## config.mk

```make
export PLATFORM = sky130hd
export DESIGN_NAME = tttg_cpu_player
export DESIGN_NICKNAME = d
export VERILOG_FILES = /design/src/rtl/tttg_pkg.sv /design/src/rtl/tttg_line_eval.sv /design/src/rtl/tttg_cpu_player.sv
export SDC_FILE = /design/constraint.sdc
export NUM_CORES = 1
export LEC_CHECK = 0
export CAP_MARGIN = 5
export CORE_MARGIN = 8
export CORE_UTILIZATION = 60
export DETAILED_ROUTE_END_ITERATION = 10
export GPL_TIMING_DRIVEN = 0
export MAX_ROUTING_LAYER = met4
export PLACE_DENSITY = 0.88
export SLEW_MARGIN = 20
export SYNTH_ARGS = -nofsm -noshare
export SYNTH_HDL_FRONTEND = slang
export SYNTH_SLANG_ARGS = --single-unit
```

## constraint.sdc

```tcl
create_clock -name clk -period 9 [get_ports clk]
set_clock_uncertainty 0.2 [all_clocks]
set_input_delay 1.8 -clock clk [delete_from_list [all_inputs] [get_ports clk]]
set_output_delay 1.8 -clock clk [all_outputs]
set_load 0.05 [all_outputs]
```

## src/rtl/tttg_pkg.sv

```systemverilog
// Shared types and constant tables for the tic-tac-toe CPU player.
package tttg_pkg;

  typedef logic [1:0] cell_t;

  localparam cell_t CELL_EMPTY = 2'b00;
  localparam cell_t CELL_P1    = 2'b01;
  localparam cell_t CELL_P2    = 2'b10;

  typedef enum logic [2:0] {
    StIdle,
    StScanWin,
    StScanBlk,
    StPick,
    StDrive,
    StConfirm
  } state_e;

  // Zero-based cell indices of the eight winning lines.
  localparam logic [3:0] LINE_TBL [8][3] = '{
    '{4'd0, 4'd1, 4'd2}, '{4'd3, 4'd4, 4'd5}, '{4'd6, 4'd7, 4'd8},
    '{4'd0, 4'd3, 4'd6}, '{4'd1, 4'd4, 4'd7}, '{4'd2, 4'd5, 4'd8},
    '{4'd0, 4'd4, 4'd8}, '{4'd2, 4'd4, 4'd6}
  };

  // Fallback order: centre, corners, then edges (zero-based).
  localparam logic [3:0] PREF_TBL [9] = '{
    4'd4, 4'd0, 4'd2, 4'd6, 4'd8, 4'd1, 4'd3, 4'd5, 4'd7
  };

endpackage

```

## src/rtl/tttg_line_eval.sv

```systemverilog
// Flags a line holding two of the given mark plus one empty cell, and where the gap is.
module tttg_line_eval
  import tttg_pkg::*;
(
  input  logic [1:0] cell_a,
  input  logic [1:0] cell_b,
  input  logic [1:0] cell_c,
  input  logic [1:0] mark,
  output logic       hit,
  output logic [1:0] offset
);

  always_comb begin
    hit    = 1'b0;
    offset = 2'd0;
    if (cell_a == mark && cell_b == mark && cell_c == CELL_EMPTY) begin
      hit    = 1'b1;
      offset = 2'd2;
    end else if (cell_a == mark && cell_c == mark && cell_b == CELL_EMPTY) begin
      hit    = 1'b1;
      offset = 2'd1;
    end else if (cell_b == mark && cell_c == mark && cell_a == CELL_EMPTY) begin
      hit    = 1'b1;
      offset = 2'd0;
    end
  end

endmodule

```

## src/rtl/tttg_cpu_player.sv

```systemverilog
// Player-2 opponent: snapshots the board on its turn, scans for win/block/fallback,
// presses the chosen button and confirms the game core recorded the mark.
module tttg_cpu_player
  import tttg_pkg::*;
#(
  parameter int unsigned HOLD_CYCLES = 2,
  parameter int unsigned TIMEOUT     = 15
) (
  input  logic       clk,
  input  logic       reset,
  input  logic       enable,
  input  logic [1:0] pos1,
  input  logic [1:0] pos2,
  input  logic [1:0] pos3,
  input  logic [1:0] pos4,
  input  logic [1:0] pos5,
  input  logic [1:0] pos6,
  input  logic [1:0] pos7,
  input  logic [1:0] pos8,
  input  logic [1:0] pos9,
  input  logic [1:0] who,
  output logic       play2,
  output logic [8:0] button,
  output logic       busy,
  output logic [3:0] move_cell,
  output logic       move_err
);

  localparam int unsigned HW = $clog2(HOLD_CYCLES + 1);
  localparam int unsigned TW = $clog2(TIMEOUT + 1);

  state_e            state;
  logic [8:0][1:0]   live;
  logic [8:0][1:0]   snap;
  logic [2:0]        line_cnt;
  logic [3:0]        target;
  logic [HW-1:0]     hold_cnt;
  logic [TW-1:0]     to_cnt;

  logic [3:0]        n_p1, n_p2;
  logic              any_empty, turn;
  logic              line_hit;
  logic [1:0]        line_off;
  logic [3:0]        hit_tgt, pick_idx, tgt_sel;
  logic              go_drive;

  assign live = {pos9, pos8, pos7, pos6, pos5, pos4, pos3, pos2, pos1};

  always_comb begin
    n_p1      = 4'd0;
    n_p2      = 4'd0;
    any_empty = 1'b0;
    for (int i = 0; i < 9; i++) begin
      if (live[i] == CELL_P1) n_p1 = n_p1 + 4'd1;
      if (live[i] == CELL_P2) n_p2 = n_p2 + 4'd1;
      if (live[i] == CELL_EMPTY) any_empty = 1'b1;
    end
  end

  assign turn = enable && (who == 2'b00) && any_empty && (n_p1 == n_p2 + 4'd1);

  tttg_line_eval u_line_eval (
    .cell_a (snap[LINE_TBL[line_cnt][0]]),
    .cell_b (snap[LINE_TBL[line_cnt][1]]),
    .cell_c (snap[LINE_TBL[line_cnt][2]]),
    .mark   ((state == StScanWin) ? CELL_P2 : CELL_P1),
    .hit    (line_hit),
    .offset (line_off)
  );

  assign hit_tgt = LINE_TBL[line_cnt][line_off];

  // Walk the preference list backwards so the earliest empty entry wins.
  always_comb begin
    pick_idx = PREF_TBL[0];
    for (int i = 8; i >= 0; i--) begin
      if (snap[PREF_TBL[i]] == CELL_EMPTY) pick_idx = PREF_TBL[i];
    end
  end

  assign tgt_sel  = (state == StPick) ? pick_idx : hit_tgt;
  assign go_drive = (state == StPick) ||
                    (((state == StScanWin) || (state == StScanBlk)) && line_hit);

  always_ff @(posedge clk) begin
    if (reset) begin
      state     <= StIdle;
      snap      <= '0;
      line_cnt  <= 3'd0;
      target    <= 4'd0;
      hold_cnt  <= '0;
      to_cnt    <= '0;
      play2     <= 1'b0;
      button    <= 9'd0;
      busy      <= 1'b0;
      move_cell <= 4'd0;
      move_err  <= 1'b0;
    end else begin
      move_err <= 1'b0;
      case (state)
        StIdle: begin
          if (turn) begin
            snap     <= live;
            line_cnt <= 3'd0;
            busy     <= 1'b1;
            state    <= StScanWin;
          end
        end
        StScanWin, StScanBlk, StPick: begin
          if (!enable) begin
            busy  <= 1'b0;
            state <= StIdle;
          end else if (go_drive) begin
            target    <= tgt_sel;
            button    <= 9'd1 << tgt_sel;
            play2     <= 1'b1;
            move_cell <= tgt_sel + 4'd1;
            hold_cnt  <= HW'(1);
            state     <= StDrive;
          end else if (line_cnt == 3'd7) begin
            line_cnt <= 3'd0;
            state    <= (state == StScanWin) ? StScanBlk : StPick;
          end else begin
            line_cnt <= line_cnt + 3'd1;
          end
        end
        StDrive: begin
          if (hold_cnt == HW'(HOLD_CYCLES)) begin
            play2  <= 1'b0;
            button <= 9'd0;
            to_cnt <= TW'(1);
            state  <= StConfirm;
          end else begin
            hold_cnt <= hold_cnt + HW'(1);
          end
        end
        StConfirm: begin
          if (live[target] == CELL_P2) begin
            busy  <= 1'b0;
            state <= StIdle;
          end else if (live[target] == CELL_P1 || to_cnt == TW'(TIMEOUT)) begin
            move_err <= 1'b1;
            busy     <= 1'b0;
            state    <= StIdle;
          end else begin
            to_cnt <= to_cnt + TW'(1);
          end
        end
        default: begin
          busy  <= 1'b0;
          state <= StIdle;
        end
      endcase
    end
  end

endmodule

```

## After elaboration in Yosys (flattened, before gate mapping)

Memory sizes are Yosys's and may differ from the RTL's.
Cells that the tools add are included.

- Flip-flop bits (word level): 50
- Bits in latches: 0
- Memory bits (writable): 0
- Bits in read-only memories: 96
- Logic and storage cells: 236
- Memories: 1

- $add $sub $neg: 21
- Multipliers: 0
- Div/mod/pow operators: 0
- Magnitude comparators: 6
- Eq/ne operators: 43
- Shift-type cells: 1
- Multiplexer cells: 92
- Bitwise gates (word level): 4
- Reductions and logical operators: 49

Memory list:

| name | depth | bits a word | rd ports | clocked after Yosys merged registers in | write ports | line | source |
|---|---|---|---|---|---|---|---|
| (no name shown) | 8 | 12 | 1 | 0 | 0 | tttg_cpu_player.sv:71 | `assign hit_tgt = LINE_TBL[line_cnt][line_off];` |

Operators with widths:

| cell | number |
|---|---|
| $mux W4 | 30 |
| $add A4 B1 Y4 const B | 19 |
| $logic_not A2 Y1 | 22 |
| $mux W3 | 11 |
| $bmux W2 S4 | 4 |
| $mux W9 | 3 |
| $mux W1 | 24 |
| $mux W12 | 2 |
| $reduce_and A4 Y1 | 6 |
| $eq A2 B2 Y1 const B | 11 |
| $eq A2 B1 Y1 const B | 10 |
| $lt A4 B5 Y1 const B | 4 |
| $mux W2 | 10 |
| $ne A2 B2 Y1 const B | 9 |
| $pmux W9 S2 | 1 |
| $pmux W3 S4 | 1 |
| $logic_and A1 B1 Y1 | 10 |
| $eq A3 B3 Y1 const B | 3 |
| $shl A1 B4 Y9 const A | 1 |
| $bmux W4 S2 | 1 |
| $pmux W4 S2 | 1 |
| $eq A2 B2 Y1 | 3 |
| $eq A3 B2 Y1 const B | 2 |
| $pmux W3 S2 | 1 |
| other kinds (21) | 27 |

## Depth between registers and ports, before layout

Gate-level depths: netlist of the first run.

- Depth after elaboration: 23
- Depth in mapped cells: 37
- Gate-level depth less buffers: 35

## Hierarchy

A second synthesis of the first run with hierarchy kept.

- Cells, all modules: 598
- Area, all modules: 4732.0 um^2

Modules (own cells, without submodules):

| module | instances | cells an instance | area an instance (um^2) | sequential area each (um^2) |
|---|---|---|---|---|
| tttg_cpu_player | 1 | 573 | 4548.1 | 1001.0 |
| tttg_line_eval | 1 | 25 | 183.9 | 0.0 |

## Worst setup path after synthesis of the first run

Ideal clock, no wire load.

- Kind: in2reg
- Start point: input port pos1[1]
- End point: register snap[11] (netlist name)
- Setup time: 0.132 ns
- Data arrival time: 7.474 ns
- Path slack: 1.194 ns
- Cell stages on the path: 34
- Path buffers: 2
- Path through: nor2b_1 -> ha_1 -> xnor2_1 -> ha_1 -> nand2_1 -> o21ai_0 -> ha_1 -> nand2_1 -> o21ai_0 -> ha_1 -> nor2_1 -> a21oi_1 -> a21oi_1 -> inv_1 -> ha_1 -> nor2_1 -> a21oi_1 -> ha_1 -> o22ai_1 -> a31oi_1 -> ha_1 -> nand2_1 -> o21ai_0 -> ha_1 -> xor2_1 -> xnor2_1 -> xnor2_1 -> xnor2_1 -> nand4b_1 -> or3_1 -> clkbuf_1 -> clkbuf_1 -> o31ai_1 -> a21oi_1

- Longest elaborated chain between the ends: 22
- Elaborated cells between the ends (all ways): 51
- Those cells by class: add/sub (17); eq/ne (3); mux (27); reduce/logical (4)

RTL lines:

| element | line | source |
|---|---|---|
| from (decl) | tttg_cpu_player.sv:12 | `input logic [1:0] pos1,` |
| $eq A2 B2 Y1 | tttg_cpu_player.sv:55 | `if (live[i] == CELL_P2) n_p2 = n_p2 + 4'd1;` |
| $mux W1 | tttg_cpu_player.sv:55 |  |
| $add A4 B1 Y4 | tttg_cpu_player.sv:55 |  |
| $mux W4 | tttg_cpu_player.sv:55 |  |
| $add A4 B1 Y4 | tttg_cpu_player.sv:55 |  |
| $mux W4 | tttg_cpu_player.sv:55 |  |
| $add A4 B1 Y4 | tttg_cpu_player.sv:55 |  |
| $mux W4 | tttg_cpu_player.sv:55 |  |
| [6 not listed] | n/a |  |
| $add A4 B1 Y4 | tttg_cpu_player.sv:55 |  |
| $mux W4 | tttg_cpu_player.sv:55 |  |
| $add A4 B1 Y4 | tttg_cpu_player.sv:55 |  |
| $mux W4 | tttg_cpu_player.sv:55 |  |
| $add A4 B1 Y4 | tttg_cpu_player.sv:60 | `assign turn = enable && (who == 2'b00) && any_empty && (n_p1 == n_p2 + 4'd1);` |
| $eq A4 B4 Y1 | tttg_cpu_player.sv:60 |  |
| $logic_and A1 B1 Y1 (*) | tttg_cpu_player.sv:60 |  |
| $reduce_and A2 Y1 (no source line) (*) | n/a |  |
| to (signal assigned) | tttg_cpu_player.sv:103 | `snap <= live;` |
| to (decl) | tttg_cpu_player.sv:34 | `logic [8:0][1:0] snap;` |

Mark *: on every way between the ends. The rest lies on a longest branch, timed or not.
A chain may end at the register's enable or synchronous reset.

## Final worst setup path of the first run

- Start point: input port pos2[0]
- End point: register snap[17] (netlist name)

- Longest elaborated chain between the ends: 20
- Elaborated cells between the ends (all ways): 46
- Those cells by class: add/sub (15); eq/ne (3); mux (24); reduce/logical (4)

RTL lines:

| element | line | source |
|---|---|---|
| from (decl) | tttg_cpu_player.sv:13 | `input logic [1:0] pos2,` |
| $eq A2 B2 Y1 | tttg_cpu_player.sv:55 |  |
| $mux W4 | tttg_cpu_player.sv:55 |  |
| $add A4 B1 Y4 | tttg_cpu_player.sv:55 |  |
| $mux W4 | tttg_cpu_player.sv:55 |  |
| $add A4 B1 Y4 | tttg_cpu_player.sv:55 |  |
| $mux W4 | tttg_cpu_player.sv:55 |  |
| $add A4 B1 Y4 | tttg_cpu_player.sv:55 |  |
| $mux W4 | tttg_cpu_player.sv:55 |  |
| [4 not listed] | n/a |  |
| $add A4 B1 Y4 | tttg_cpu_player.sv:55 |  |
| $mux W4 | tttg_cpu_player.sv:55 |  |
| $add A4 B1 Y4 | tttg_cpu_player.sv:55 |  |
| $mux W4 | tttg_cpu_player.sv:55 |  |
| $add A4 B1 Y4 | tttg_cpu_player.sv:60 |  |
| $eq A4 B4 Y1 | tttg_cpu_player.sv:60 |  |
| $logic_and A1 B1 Y1 (*) | tttg_cpu_player.sv:60 |  |
| $reduce_and A2 Y1 (no source line) (*) | n/a |  |

Marked as above.

==> results of run 1 <==
## power by group
| group | internal, mW | switching [mW] | total (mW) |
|---|---|---|---|
| Combinational | 0.120 | 0.163 | 0.282 |
| Sequential | 0.227 | 0.0100 | 0.237 |
| Clock | 0.0847 | 0.0821 | 0.167 |
| Total | 0.431 | 0.255 | 0.686 |
## repair_timing
action                     in CTS  in global routing
resized for setup               0                  9
setup endpoints to repair       0                 20
hold buffers                    0                  0
buffers inserted                0                  2
hold endpoints to repair        0                  0
## cells in the mapped netlist, drive strengths merged, types with 6 or more instances
cell type / instances / area share, %
dfxtp: 50 / 21
nand2b: 15 / 1.9
a21oi: 40 / 4.1
clkbuf: 26 / 2.0
xnor2: 20 / 3.8
mux2i: 20 / 4.4
nand3: 10 / 1.0
nor2b: 15 / 1.9
o21ai: 30 / 3.1
and3: 7 / 0.90
nand3b: 11 / 1.7
nor3: 17 / 2.0
buf: 8 / 1.0
ha: 30 / 7.7
o31ai: 20 / 3.1
a31oi: 6 / 0.77
nand4: 21 / 2.7
mux2: 11 / 2.6
nor2: 47 / 3.6
inv: 21 / 1.6
o22ai: 12 / 1.7
xnor3: 6 / 2.8
xor2: 17 / 3.1
nand2: 40 / 3.1
## routing by layer
metal | track usage [%] | wire length, um | part of all wire [%]
met1 | 30.9 | 5930 | 42
met2 | 40.5 | 6660 | 47
met3 | 2.36 | 955 | 6.8
met4 | 12.6 | 507 | 3.6
met5 | - | 0 | 0
## kinds of logic after synthesis
group / after synthesis / share of synthesized area [%]
AOI/OAI and AO/OA: 159 / 22.3
xor gates and xnor gates: 44 / 10.1
adders and majority gates: 30 / 7.74
buffers and inverters: 55 / 4.64
DFF: 50 / 20.6
muxes: 36 / 9.26
and+or+nand+nor: 223 / 25.3
## layout make-up
cell class,count,share of cell area [%]
Buffer,32,2.57
Clock buffer,5,1.25
Clock inverter,3,0.887
Inverter,21,1.43
Multi-Input combinational cell,492,66.3
Sequential cell,50,18.2
Tap cell,105,2.39
Timing Repair Buffer,39,7.00
## critical path: cells and delay by family
kind                     cells  cell delay, ns
buffers and inverters        4            0.91
AO/OA/AOI/OAI               10            1.28
XOR/XNOR                     5            0.89
adder cells (fa/ha/maj)      8            2.32
AND/OR/NAND/NOR              8            1.23
## metrics by stage
step | hold slack [ns] | total power [mW]
floorplan | 0.243 | 0.445
global placement | 0.236 | 0.499
detailed placement | 0.246 | 0.510
CTS | 0.265 | 0.675
global route | 0.279 | 0.721
finish | 0.262 | 0.686
## worst min-delay path by stage
stage / startpoint / end / slack, ns / cells past startpoint
after floorplan: hold_cnt[0] / hold_cnt[0] / 0.24 / 1
after global placement: button[6] / button[6] / 0.24 / 2
after detailed placement: button[0] / button[0] / 0.25 / 2
after CTS: button[8] / button[8] / 0.26 / 2
after global routing: button[8] / button[8] / 0.28 / 2
final: button[8] / button[8] / 0.26 / 2
## registers in the layout (all words and copies together), names as in the netlist, 2 cells and up
name	flops
snap	18
state	3
to_cnt	4
hold_cnt	2
line_cnt	3
move_cell	4
target	4
button	9
## cells in the final DEF, fill, tap and decap left out, types with 11 or more instances in the layout
cell / count
ha_1: 30
dfxtp_1: 50
o22ai_1: 11
clkbuf_1: 22
nor2b_1: 15
xor2_1: 17
xnor2_1: 18
a21oi_1: 39
o21ai_0: 27
mux2i_1: 19
o31ai_1: 20
nand2b_1: 15
inv_1: 20
nand2_1: 40
nand3b_1: 11
nor3_1: 16
nand4_1: 21
clkdlybuf4s50_1: 37
nor2_1: 47
==> key figures, run 1 <==
Synthesis
  • Library cells used by synthesis: 76
  • Synth Net Count: 650
  • Post-synthesis sequential area ratio: 20.6%
  • Mapped cell area: 4850 um^2
  • Yosys warning total: 0
  • Synth Area per Inst: 8.13 um^2
  • Most used DFF post-synth: dfxtp_1
  • Seq cells post-synth: 50
  • Post-Synthesis Cells: 597
  • Post-synth ARST share: 0%
  • EDFF count, synth: 0

Timing
  • Min Tclk post-route: 8.46 ns
  • Hold Vio Cnt, Final: 0
  • Tightest Pin Transition: 0.995 ns
  • Final worst setup slack: 0.536 ns
  • Final Setup Violations: 0
  • Slew HR: 33.2%
  • FMAX: between 100 and 150 MHz
  • Post-route setup TNS: 0 ns
  • Fin crit share: 94.0%
  • RSZ-0062 raised after global routing: no
  • Slew Limit Fails: 0

Power and ir drop
  • PD cells: 125 nW/um^2
  • Peak VDD IR: 0.0000906 V
  • Leak: slightly above 2 nW

Route
  • Post-DRT Antenna Nets: 0
  • Via density: 6.68
  • First-pass DRT Iterations: 6
  • DRT iter0 DRCs: 494
  • Post-DR wirelength/cell: 18.8 um
  • Via count: approximately 5000
  • Final WL: ~14 mm
  • # DRC: 0

Worst setup path
  • Worst Setup SP: pos2[0]
  • R2R cell count: 16
  • Worst Path Required: 8.97 ns
  • Crit-path slowest cell: clkdlybuf4s50_1
  • Crit path to: snap[17]
  • Critical Path AT: 8.43 ns
  • Critical path fanouts, max: 10
  • Flop-to-flop setup slack: 3.42 ns
  • Kind of critical path: primary input to register
  • CP max stage delay: between 0.5 and 0.6 ns
  • Kind of end point of the critical path: register
  • CP dominant cell by count: ha_1
  • R2r endpoint: move_cell[2]
  • Worst setup SP type: primary input
  • R2r startpoint: line_cnt[0]

Die
  • Die area: 11200 um^2
  • Die Ht: between 100 and 150 um
  • Die Wd: 106 um
  • Core area: ~8000 um^2
  • IO Count: 39
  • Num rows: 33
  • Starting Density: 60.6%

Run status
  • Status: finished clean

Final layout
  • Post-layout net count: 694
  • FF+latch area: 1000 um^2
  • Area Overhead vs Synth: 13.4%
  • Number of antenna repair diodes: 0
  • Design area: about 5500 um^2
  • Share of layout cells above drive strength 1: under 10%
  • Area of the multi-input gates: 3650 um^2
  • Finished Core Util: 68.7%
  • Fillers: 650
  • Non-Filler Instances: between 700 and 800

CTS
  • Clock slew at reported path FFs: around 0.11 ns
  • CTS tree: built
  • Cts bufs inserted: 5
  • Clk_lat worst skew: 0.32 ns
  • H-tree depth: 2
  • Clock sinks: 50
  • Clk buf depth: 2
  • Root Buffer: clkbuf_8

Global routing
  • Initial antenna violation count: 0
  • Largest net degree at the start of global routing: 18
  • GRT Residual Overflow: 0
  • GRT Total Usage: 25.2%
  • First-pass GRT wire length: 23.1 mm
  • Vias in the first global route: 4846

Place
  • Pre-CTS WS: -0.240 ns
  • DPL Wire Length: roughly 11 mm
  • Area after DPL: 5350 um^2
  • I/O Buffers: 37
  • Placer Congestion: 0.936
  • # placed instances: 739

Run
  • Max cap viols: 0

Hold path
  • Worst min path class: register to register
No activity file was read; power rests on OpenSTA's default activity.
==> run 2, diff against run 1 <==
Settings changed: SLEW_MARGIN 20 to not set.
Clock period 9 ns to 8.9 ns, I/O delays scaled along.
==> key figures, run 2 (synthesized netlist as in run 1, its figures left out) <==
Run status
  • Status: finished clean

Final layout
  • Area Overhead vs Synth: 13.4%
  • Fillers: 650
  • Commonest non-fill, non-tap cells in the layout: dfxtp_1 (50), nor2_1 (47), nand2_1 (40), a21oi_1 (39), clkdlybuf4s50_1 (37)
  • Share of layout cells above drive strength 1: about 8.4%
  • Max reg flops: 18
  • Number of antenna repair diodes: 0
  • Top reg by flops: snap
  • Largest registers: snap x18, button x9
  • Post-layout net count: 694
  • Most common cell after layout, fill and taps aside: dfxtp_1
  • Non-Filler Instances: 747
  • Design area: 5500 um^2

CTS
  • Root Buffer: clkbuf_8
  • Clock sinks: 50
  • Clk_lat worst skew: 0.32 ns
  • Cts bufs inserted: 5
  • CTS tree: built
  • Clk buf depth: 2
  • H-tree depth: 2
  • Clock slew at reported path FFs: 0.11 ns
  • Hold-fix buffers, CTS: 0

Global routing
  • First-pass GRT wire length: 23.1 mm
  • GRT Total Usage: 25.2%
  • Largest net degree at the start of global routing: 18
  • Vias in the first global route: 4846
  • Initial antenna violation count: 0
  • GRT Residual Overflow: 0

Timing
  • RSZ-0062 raised after global routing: no
  • Slew Limit Fails: 0
  • Slew HR: 30.8%
  • Fin crit share: a little over nine tenths
  • Final Setup Violations: 0
  • Min Tclk post-route: 8.42 ns
  • Hold Vio Cnt, Final: 0
  • FMAX: 119 MHz
  • Tightest Pin Transition: 1.03 ns

Route
  • Final WL: 14.1 mm
  • Post-DRT Antenna Nets: 0
  • DRT iter0 DRCs: approximately 500
  • First-pass DRT Iterations: 5
  • # DRC: 0
  • Via density: 6.71
  • Post-DR wirelength/cell: between 15 and 20 um
  • Via count: about 5000

Worst setup path
  • Kind of critical path: primary input to register
  • Critical Path AT: 8.38 ns
  • Bufs and invs on worst path: 4
  • Worst setup SP type: primary input
  • CP max stage delay: approximately 0.59 ns
  • Kind of end point of the critical path: register
  • Crit-path slowest cell: clkdlybuf4s50_1
  • Critical path fanouts, max: 10
  • CP dominant cell by count: ha_1
  • Worst Path Required: slightly below 9 ns
  • Crit-path leading delay family: adder cells

Place
  • I/O Buffers: 37
  • Area after DPL: 5350 um^2
  • DPL Wire Length: 10.7 mm
  • # placed instances: 739
  • Placer Congestion: between 0.9 and 1

Die
  • Die Wd: approximately 110 um
  • Core area: between 8000 and 9000 um^2
  • IO Count: 39
  • Die Ht: 106 um
  • Die area: 11200 um^2
  • Starting Density: 60.6%
  • Num rows: 33

Power and ir drop
  • Switching power total: 0.257 mW
  • PD cells: ~130 nW/um^2
  • Internal: 0.436 mW
  • Register share of total power: 34.6%
  • Clock power share: roughly 24%
  • Switching fraction of total power: 37.1%
  • Peak VDD IR: 0.0000914 V
  • Leak: 2.07 nW
  • Combinational fraction of design power: 41.1%

Run
  • Max cap viols: 0

Hold path
  • Worst min path class: register to register
## run 2: layout make-up
| cell class | count | area (um^2) | area share, % |
|---|---|---|---|
| Tap cell | 105 | 131 | 2.39 |
| Clock inverter | 3 | 48.8 | 0.887 |
| Multi-Input combinational cell | 492 | 3650 | 66.3 |
| Timing Repair Buffer | 39 | 385 | 7.00 |
| Buffer | 32 | 141 | 2.57 |
| Inverter | 21 | 78.8 | 1.43 |
| Clock buffer | 5 | 68.8 | 1.25 |
| Sequential cell | 50 | 1000 | 18.2 |
## run 2: power by group through the flow
stage	clock, mW	combinational [mW]	sequential (mW)
global placement	0	0.260	0.244
finish	0.168	0.285	0.240
global route	0.178	0.310	0.241
CTS	0.169	0.275	0.239
detailed placement	0	0.272	0.244
floorplan	0	0.207	0.243
## run 2: metal layers
layer	track usage, %	share of wire (%)
met1	30.9	41
met2	40.5	47
met3	2.36	7.6
met4	12.6	3.6
met5	-	0
## run 2: worst min-delay path: cells and delay by family (launching register included)
kind	cells	cell delay [ns]
compound gates	1	0.05
flops	1	0.33
simple gates	1	0.05
## run 2: path summary, 6_finish.rpt
| kind | start | to | slack [ns] | depth (start not counted) |
|---|---|---|---|---|
| max | pos2[0] | snap[17] | 0.48 | 35 |
| min | button[8] | button[8] | 0.26 | 2 |
| min reg2reg | button[8] | button[8] | 0.26 | 2 |
| max reg2reg | line_cnt[0] | move_cell[2] | 3.28 | 16 |
## run 2: per-stage QoR
step / hold slack (ns) / worst slack [ns] / utilization, % / setup TNS [ns] / power (mW)
2_1_floorplan: 0.243 / 1.11 / - / 0 / 0.450
6_report: 0.262 / 0.484 / 68.7 / 0 / 0.694
3_3_place_gp: 0.236 / -0.00856 / 66.8 / -0.0373 / 0.504
3_5_place_dp: 0.246 / -0.320 / 66.8 / -2.92 / 0.516
4_1_cts: 0.265 / 0.0668 / 68.4 / 0 / 0.683
5_1_grt: 0.279 / 0.0404 / 68.7 / 0 / 0.729
## run 2: repair_timing
item                       in CTS  in global routing
resized for setup               1                  8
setup endpoints to repair       1                 20
pin swaps                       0                  1
buffers inserted                0                  2
